`src/rtl/n2tl_prb_rxq_if.sv`:
```
// Channel-B probe queue bus: decoder push side, probe FSM handshake and status.
interface n2tl_prb_rxq_if #(
  parameter int unsigned AW = 2
) ();
  logic          rx_b_valid;
  logic [2:0]    rx_b_opcode;
  logic [1:0]    rx_b_param;
  logic [3:0]    rx_b_size;
  logic [25:0]   rx_b_source;
  logic [63:0]   rx_b_address;
  logic          rx_b_ready;
  logic          probe_req;
  logic          probe_req_ack;
  logic          probe_req_done;
  logic [1:0]    b_param;
  logic [3:0]    b_size;
  logic [25:0]   b_source;
  logic [63:0]   b_address;
  logic [AW:0]   q_count;
  logic [15:0]   bad_op_cnt;

  modport master (
    output rx_b_valid, rx_b_opcode, rx_b_param, rx_b_size, rx_b_source,
           rx_b_address, probe_req_ack, probe_req_done,
    input  rx_b_ready, probe_req, b_param, b_size, b_source, b_address,
           q_count, bad_op_cnt
  );

  modport slave (
    input  rx_b_valid, rx_b_opcode, rx_b_param, rx_b_size, rx_b_source,
           rx_b_address, probe_req_ack, probe_req_done,
    output rx_b_ready, probe_req, b_param, b_size, b_source, b_address,
           q_count, bad_op_cnt
  );
endinterface

```
`src/rtl/n2tl_prb_rxq.sv`:
```
// Channel-B Probe receive queue: buffers decoded Probes, presents the head
// entry to the probe FSM one at a time and drops/counts non-Probe opcodes.
// The head is retired on the edge that enters Q_POP, so occupancy drops the
// cycle after probe_req_done while Q_POP still holds probe_req low.
module n2tl_prb_rxq #(
  parameter int unsigned DEPTH = 4,
  parameter int unsigned AW    = 2
) (
  input  logic          clk,
  input  logic          reset_,
  n2tl_prb_rxq_if.slave bus
);

  localparam logic [2:0]  OP_PROBE = 3'd6;
  localparam logic [15:0] BAD_MAX  = 16'hFFFF;
  localparam logic [AW:0] CNT_FULL = (AW+1)'(DEPTH);

  typedef struct packed {
    logic [1:0]  param;
    logic [3:0]  size;
    logic [25:0] source;
    logic [63:0] address;
  } probe_ent_t;

  typedef enum logic [3:0] {
    Q_IDLE = 4'b0001,
    Q_REQ  = 4'b0010,
    Q_BUSY = 4'b0100,
    Q_POP  = 4'b1000
  } q_state_e;

  q_state_e      r_state;
  q_state_e      w_state_nxt;
  probe_ent_t    r_mem [DEPTH];
  probe_ent_t    r_b;
  logic [AW-1:0] r_head;
  logic [AW-1:0] r_tail;
  logic [AW:0]   r_count;
  logic          r_probe_req;
  logic [15:0]   r_bad_op_cnt;
  logic          w_ready;
  logic          w_accept;
  logic          w_push;
  logic          w_bad;
  logic          w_load;
  logic          w_pop;
  logic          w_req_nxt;
  probe_ent_t    w_rx_ent;

  assign w_ready  = (r_count != CNT_FULL);
  assign w_accept = bus.rx_b_valid & w_ready;
  assign w_push   = w_accept & (bus.rx_b_opcode == OP_PROBE);
  assign w_bad    = w_accept & (bus.rx_b_opcode != OP_PROBE);
  assign w_rx_ent = '{param:   bus.rx_b_param,
                      size:    bus.rx_b_size,
                      source:  bus.rx_b_source,
                      address: bus.rx_b_address};

  // State register
  always_ff @(posedge clk or negedge reset_) begin
    if (!reset_) r_state <= Q_IDLE;
    else         r_state <= w_state_nxt;
  end

  // Next-state logic
  always_comb begin
    w_state_nxt = r_state;
    case (r_state)
      Q_IDLE: if (r_count != '0) w_state_nxt = Q_REQ;
      Q_REQ: begin
        if (bus.probe_req_ack && bus.probe_req_done) w_state_nxt = Q_POP;
        else if (bus.probe_req_ack)                  w_state_nxt = Q_BUSY;
      end
      Q_BUSY: if (bus.probe_req_done) w_state_nxt = Q_POP;
      Q_POP:  w_state_nxt = Q_IDLE;
      default: w_state_nxt = Q_IDLE;
    endcase
  end

  // FSM outputs: head load, head retire and next probe_req level
  always_comb begin
    w_load    = 1'b0;
    w_pop     = 1'b0;
    w_req_nxt = 1'b0;
    if ((r_state == Q_IDLE) && (w_state_nxt == Q_REQ)) w_load = 1'b1;
    if ((r_state != Q_POP) && (w_state_nxt == Q_POP))  w_pop  = 1'b1;
    if (w_state_nxt == Q_REQ)                          w_req_nxt = 1'b1;
  end

  // Entry storage; contents are don't-care until a pointer covers them
  always_ff @(posedge clk) begin
    if (w_push) r_mem[r_tail] <= w_rx_ent;
  end

  // Pointers and occupancy
  always_ff @(posedge clk or negedge reset_) begin
    if (!reset_) begin
      r_head  <= '0;
      r_tail  <= '0;
      r_count <= '0;
    end else begin
      if (w_push) r_tail <= r_tail + AW'(1);
      if (w_pop)  r_head <= r_head + AW'(1);
      case ({w_push, w_pop})
        2'b10:   r_count <= r_count + (AW+1)'(1);
        2'b01:   r_count <= r_count - (AW+1)'(1);
        default: r_count <= r_count;
      endcase
    end
  end

  // Registered request level and head fields, frozen until the next load
  always_ff @(posedge clk or negedge reset_) begin
    if (!reset_) begin
      r_probe_req <= 1'b0;
      r_b         <= '0;
    end else begin
      r_probe_req <= w_req_nxt;
      if (w_load) r_b <= r_mem[r_head];
    end
  end

  // Saturating count of dropped non-Probe opcodes
  always_ff @(posedge clk or negedge reset_) begin
    if (!reset_)                                r_bad_op_cnt <= '0;
    else if (w_bad && (r_bad_op_cnt != BAD_MAX)) r_bad_op_cnt <= r_bad_op_cnt + 16'd1;
  end

  assign bus.rx_b_ready = w_ready;
  assign bus.probe_req  = r_probe_req;
  assign bus.b_param    = r_b.param;
  assign bus.b_size     = r_b.size;
  assign bus.b_source   = r_b.source;
  assign bus.b_address  = r_b.address;
  assign bus.q_count    = r_count;
  assign bus.bad_op_cnt = r_bad_op_cnt;

endmodule

```
`src/flat_wrapper.sv`:
```
// flat-port wrapper written by rule: the top's interface ports become plain ports
module n2tl_prb_rxq_flat 
#(
  parameter int unsigned DEPTH = 4,
  parameter int unsigned AW    = 2
)
  (clk, reset_, bus_rx_b_valid, bus_rx_b_opcode, bus_rx_b_param, bus_rx_b_size, bus_rx_b_source, bus_rx_b_address, bus_probe_req_ack, bus_probe_req_done, bus_rx_b_ready, bus_probe_req, bus_b_param, bus_b_size, bus_b_source, bus_b_address, bus_q_count, bus_bad_op_cnt);
  n2tl_prb_rxq_if #(.AW(AW)) bus_i ();
  input  logic clk;
  input  logic reset_;
  input wire logic [$bits(bus_i.rx_b_valid)-1:0] bus_rx_b_valid;
  input wire logic [$bits(bus_i.rx_b_opcode)-1:0] bus_rx_b_opcode;
  input wire logic [$bits(bus_i.rx_b_param)-1:0] bus_rx_b_param;
  input wire logic [$bits(bus_i.rx_b_size)-1:0] bus_rx_b_size;
  input wire logic [$bits(bus_i.rx_b_source)-1:0] bus_rx_b_source;
  input wire logic [$bits(bus_i.rx_b_address)-1:0] bus_rx_b_address;
  input wire logic [$bits(bus_i.probe_req_ack)-1:0] bus_probe_req_ack;
  input wire logic [$bits(bus_i.probe_req_done)-1:0] bus_probe_req_done;
  output wire logic [$bits(bus_i.rx_b_ready)-1:0] bus_rx_b_ready;
  output wire logic [$bits(bus_i.probe_req)-1:0] bus_probe_req;
  output wire logic [$bits(bus_i.b_param)-1:0] bus_b_param;
  output wire logic [$bits(bus_i.b_size)-1:0] bus_b_size;
  output wire logic [$bits(bus_i.b_source)-1:0] bus_b_source;
  output wire logic [$bits(bus_i.b_address)-1:0] bus_b_address;
  output wire logic [$bits(bus_i.q_count)-1:0] bus_q_count;
  output wire logic [$bits(bus_i.bad_op_cnt)-1:0] bus_bad_op_cnt;
  assign bus_i.rx_b_valid = bus_rx_b_valid;
  assign bus_i.rx_b_opcode = bus_rx_b_opcode;
  assign bus_i.rx_b_param = bus_rx_b_param;
  assign bus_i.rx_b_size = bus_rx_b_size;
  assign bus_i.rx_b_source = bus_rx_b_source;
  assign bus_i.rx_b_address = bus_rx_b_address;
  assign bus_i.probe_req_ack = bus_probe_req_ack;
  assign bus_i.probe_req_done = bus_probe_req_done;
  assign bus_rx_b_ready = bus_i.rx_b_ready;
  assign bus_probe_req = bus_i.probe_req;
  assign bus_b_param = bus_i.b_param;
  assign bus_b_size = bus_i.b_size;
  assign bus_b_source = bus_i.b_source;
  assign bus_b_address = bus_i.b_address;
  assign bus_q_count = bus_i.q_count;
  assign bus_bad_op_cnt = bus_i.bad_op_cnt;
  n2tl_prb_rxq #(.DEPTH(DEPTH), .AW(AW)) u_core (.clk(clk), .reset_(reset_), .bus(bus_i));
endmodule
```
`config.mk`:
```
export PLATFORM = sky130hd
export DESIGN_NAME = n2tl_prb_rxq_flat
export DESIGN_NICKNAME = d
export VERILOG_FILES = /design/src/rtl/n2tl_prb_rxq_if.sv /design/src/rtl/n2tl_prb_rxq.sv /design/src/flat_wrapper.sv
export SDC_FILE = /design/constraint.sdc
export NUM_CORES = 1
export LEC_CHECK = 0
export CAP_MARGIN = 30
export CORE_MARGIN = 2
export CORE_UTILIZATION = 42
export CTS_CLUSTER_SIZE = 10
export DETAILED_ROUTE_END_ITERATION = 6
export GPL_TIMING_DRIVEN = 0
export SYNTH_ARGS = -nofsm -noshare
export SYNTH_HDL_FRONTEND = slang
export SYNTH_SLANG_ARGS = --single-unit
```
`constraint.sdc`:
```
create_clock -name clk -period 5.35 [get_ports clk]
set_input_delay 0.8025 -clock clk [delete_from_list [all_inputs] [get_ports clk]]
set_output_delay 0.8025 -clock clk [all_outputs]
set_load 0.01 [all_outputs]
```
==> impl_metrics.tcl <==
set metrics [dict create \
    synth_area_leaders "edfxtp_1 61%, dfrtp_1 16%, mux4_2 11%" \
    yosysWarningCount 0 \
    status "finished, final reports clean" \
    finClkSkew_ns 0.0139 \
    synthCells 840 \
    start_util 0.426 \
    seq_area_frac_synth 0.776 \
    final_cell_mix "384 x edfxtp_1, 219 x clkdlybuf4s50_1, 123 x dfrtp_1" \
    timing.rr.end "u_core.r_mem[0][75]" \
    gr-total-overflow 0 \
    worst-slew-pin-transition_ns 0.843 \
    gp_congestion 0.732 \
    drt-met1-wl_mm 16.5 \
    post-route-drc-count 0 \
    die_w_um 216 \
    ir_drop_uv 290 \
    insertion_delay_ns 0.59 \
    crit_type "reg -> out" \
    met3WireLength_mm 2.15 \
    hold_buffers 0 \
    synth.area.mux_share 0.174 \
    grt_max_degree 68 \
    drt_iter0_drc 566 \
    first_pass_iters 4 \
    synth-simple-area-share 0.0194 \
    maxCapViolCount 0 \
    synth_nets 951 \
    fp-row-count 77 \
    fin_nets 1236 \
    grt.total_usage 0.167 \
    synth_top_area_cell "edfxtp_1" \
    area_growth_pct 25.3 \
    hold_viol_final 0 \
    worstPathRequired_ns 4.55 \
    period_needed_ns 2.84 \
    synth_top_family_by_area "multiplexers" \
    avgSynthCellArea_um2 22.4 \
    ff2ff_path_depth 6 \
    pin_count 221 \
    wl_mm 37.9 \
    drive_gt1_frac 0.254 \
    worst_setup_path_start_kind "flip-flop" \
    fmax_mhz 352 \
    cts_resized 0 \
    h-tree-depth 2 \
    antenna_found_initial 3 \
    top_layer_used "met5" \
    dieArea_um2 46600 \
    synth_fa_ha_area_frac 0.00504 \
    layout_commonest_cell "edfxtp_1" \
    cp-end-kind "output port" \
    setup_viol_count_final 0 \
    grt_setup_unrepaired "false" \
    holdCritPathClass "in -> async" \
    antenna_left 0 \
    grt_pass1_vias 9661 \
    vias 8977 \
    maxSlewHeadroom 0.438 \
    period_share 0.532 \
    wl_per_cell_um 21.5 \
    fin_util 0.534 \
    synthXorXnorAreaFrac 0.00976 \
    cts_buffer_depth 3 \
    r2r_start "u_core.bus.q_count[2]" \
    worstPathArrival_ns 2.04 \
    setup_tns_ns 0 \
    core_um2 44200 \
    drv_slew 0 \
    clkSinkCount 508 \
    cts_setup_buffers 0 \
    cts_root_buffer "clkbuf_16" \
    numCtsBuffers 57 \
    syn_area_um2 18900 \
    chipHeight_um 216 \
    wl_met2_mm 18.5 \
    synth_compound_area_frac 0.00285 \
    leakage_nw 8.09 \
    dpl.hpwl_mm 22.9 \
    tritoncts "built" \
    grt_pass1_wl_mm 58.4 \
    synth_top_area_share 0.612 \
    portBuffers 220 \
    drt-vias-per-instance 5.10 \
    cts.clk_slew.worst_paths_ns 0.06 \
    synth.distinct_cells 34 \
    p_per_area_nw_per_um2 522 \
    synth-seq-cells 508 \
    cp_max_fo 5 \
    fill_cells 3499 \
    ff2ff_setup_slack_ns 2.62 \
]
==> flip-flops by register name, indices dropped and copies added, names as in the netlist <==
register               flops
u_core.bus.b_param         2
u_core.r_state             4
u_core.bus.b_address      64
u_core.bus.bad_op_cnt     16
u_core.r_tail              2
u_core.bus.q_count         3
u_core.bus.probe_req       1
u_core.bus.b_size          4
u_core.r_head              2
u_core.bus.b_source       26
u_core.r_mem             384
==> layer usage <==
| layer | vias to the layer above | global-route usage |
|---|---|---|
| li1 | 3991 | - |
| met1 | 4717 | 0.219 |
| met2 | 208 | 0.274 |
| met3 | 57 | 0.0452 |
| met4 | 4 | 0.0480 |
| met5 | - | 0 |
==> area by class of cell <==
| class | count | area (µm²) | share of cell area |
|---|---|---|---|
| Sequential cell | 508 | 14600 | 0.620 |
| Antenna cell | 1 | 2.50 | 0.000106 |
| Timing Repair Buffer | 226 | 2370 | 0.100 |
| Buffer | 36 | 214 | 0.00906 |
| Clock buffer | 100 | 1630 | 0.0690 |
| Multi-Input combinational cell | 288 | 3980 | 0.169 |
| Inverter | 8 | 30.0 | 0.00127 |
| Tap cell | 592 | 741 | 0.0314 |
| Clock inverter | 2 | 16.3 | 0.000689 |
==> synth_stat cells (all sizes together) <==
library cell    n
a2111oi         3
and2            4
and3            6
buf            26
clkbuf         10
dfrtp         123
dfstp           1
edfxtp        384
fa              1
ha              6
inv             8
mux2           98
mux2i           1
mux4           96
nand2           5
nand2b          3
nand3           4
nand3b          2
nand4           8
nor2            9
nor3            7
nor3b           3
nor4            6
o32ai           1
or3             2
or3b            1
or4b            1
xnor2           7
xor2           14
==> how the worst max path moves through the flow <==
| stage | start | to | cells after the start |
|---|---|---|---|
| after CTS | u_core.bus.q_count[0] | bus_rx_b_ready | 3 |
| after floorplan | bus_rx_b_opcode[0] | u_core.r_mem[0][0] | 3 |
| after global routing | bus_rx_b_opcode[0] | u_core.r_mem[0][84] | 5 |
| after global placement | reset_ | u_core.bus.b_address[0] | 1 |
| after detailed placement | bus_rx_b_opcode[0] | u_core.r_mem[0][79] | 5 |
| final | u_core.bus.q_count[0] | bus_rx_b_ready | 3 |
==> report_power, final <==
group          switching [W]  internal (W)
registers           0.000308       0.00481
logic                0.00158       0.00216
clock network        0.00144       0.00204
total                0.00333       0.00901
==> critical path, cell delays in order, from the launching register on <==
cell and delay (ns):
dfrtp_1 0.43, or3b_1 0.39, buf_2 0.16, clkdlybuf4s50_1 0.48
==> cell families (layout without fill, tap and decap cells) <==
family | Yosys count | after routing
buffers and inverters | 44 | 372
AND/OR/NAND/NOR | 61 | 61
other | 0 | 1
multiplexers | 195 | 195
adder cells (fa/ha/maj) | 7 | 7
flip-flops | 508 | 508
AO/OA/AOI/OAI | 4 | 4
XOR/XNOR | 21 | 21
==> metrics by stage <==
| stage | hold slack (ns) | instances | setup WS (ns) | cell area, µm² | total power [W] |
|---|---|---|---|---|---|
| floorplan | 0.507 | 840 | 1.31 | 18900 | 0.00740 |
| global placement | 0.489 | 1652 | -2.80 | 21800 | 0.00898 |
| detailed placement | 0.495 | 1658 | 1.87 | 22000 | 0.00905 |
| CTS | 0.230 | 1760 | 2.46 | 23600 | 0.0126 |
| global route | 0.248 | 1760 | 2.38 | 23600 | 0.0130 |
| finish | 0.214 | 1761 | 2.51 | 23600 | 0.0123 |
Note: power is estimated with default switching activity, not from simulation.
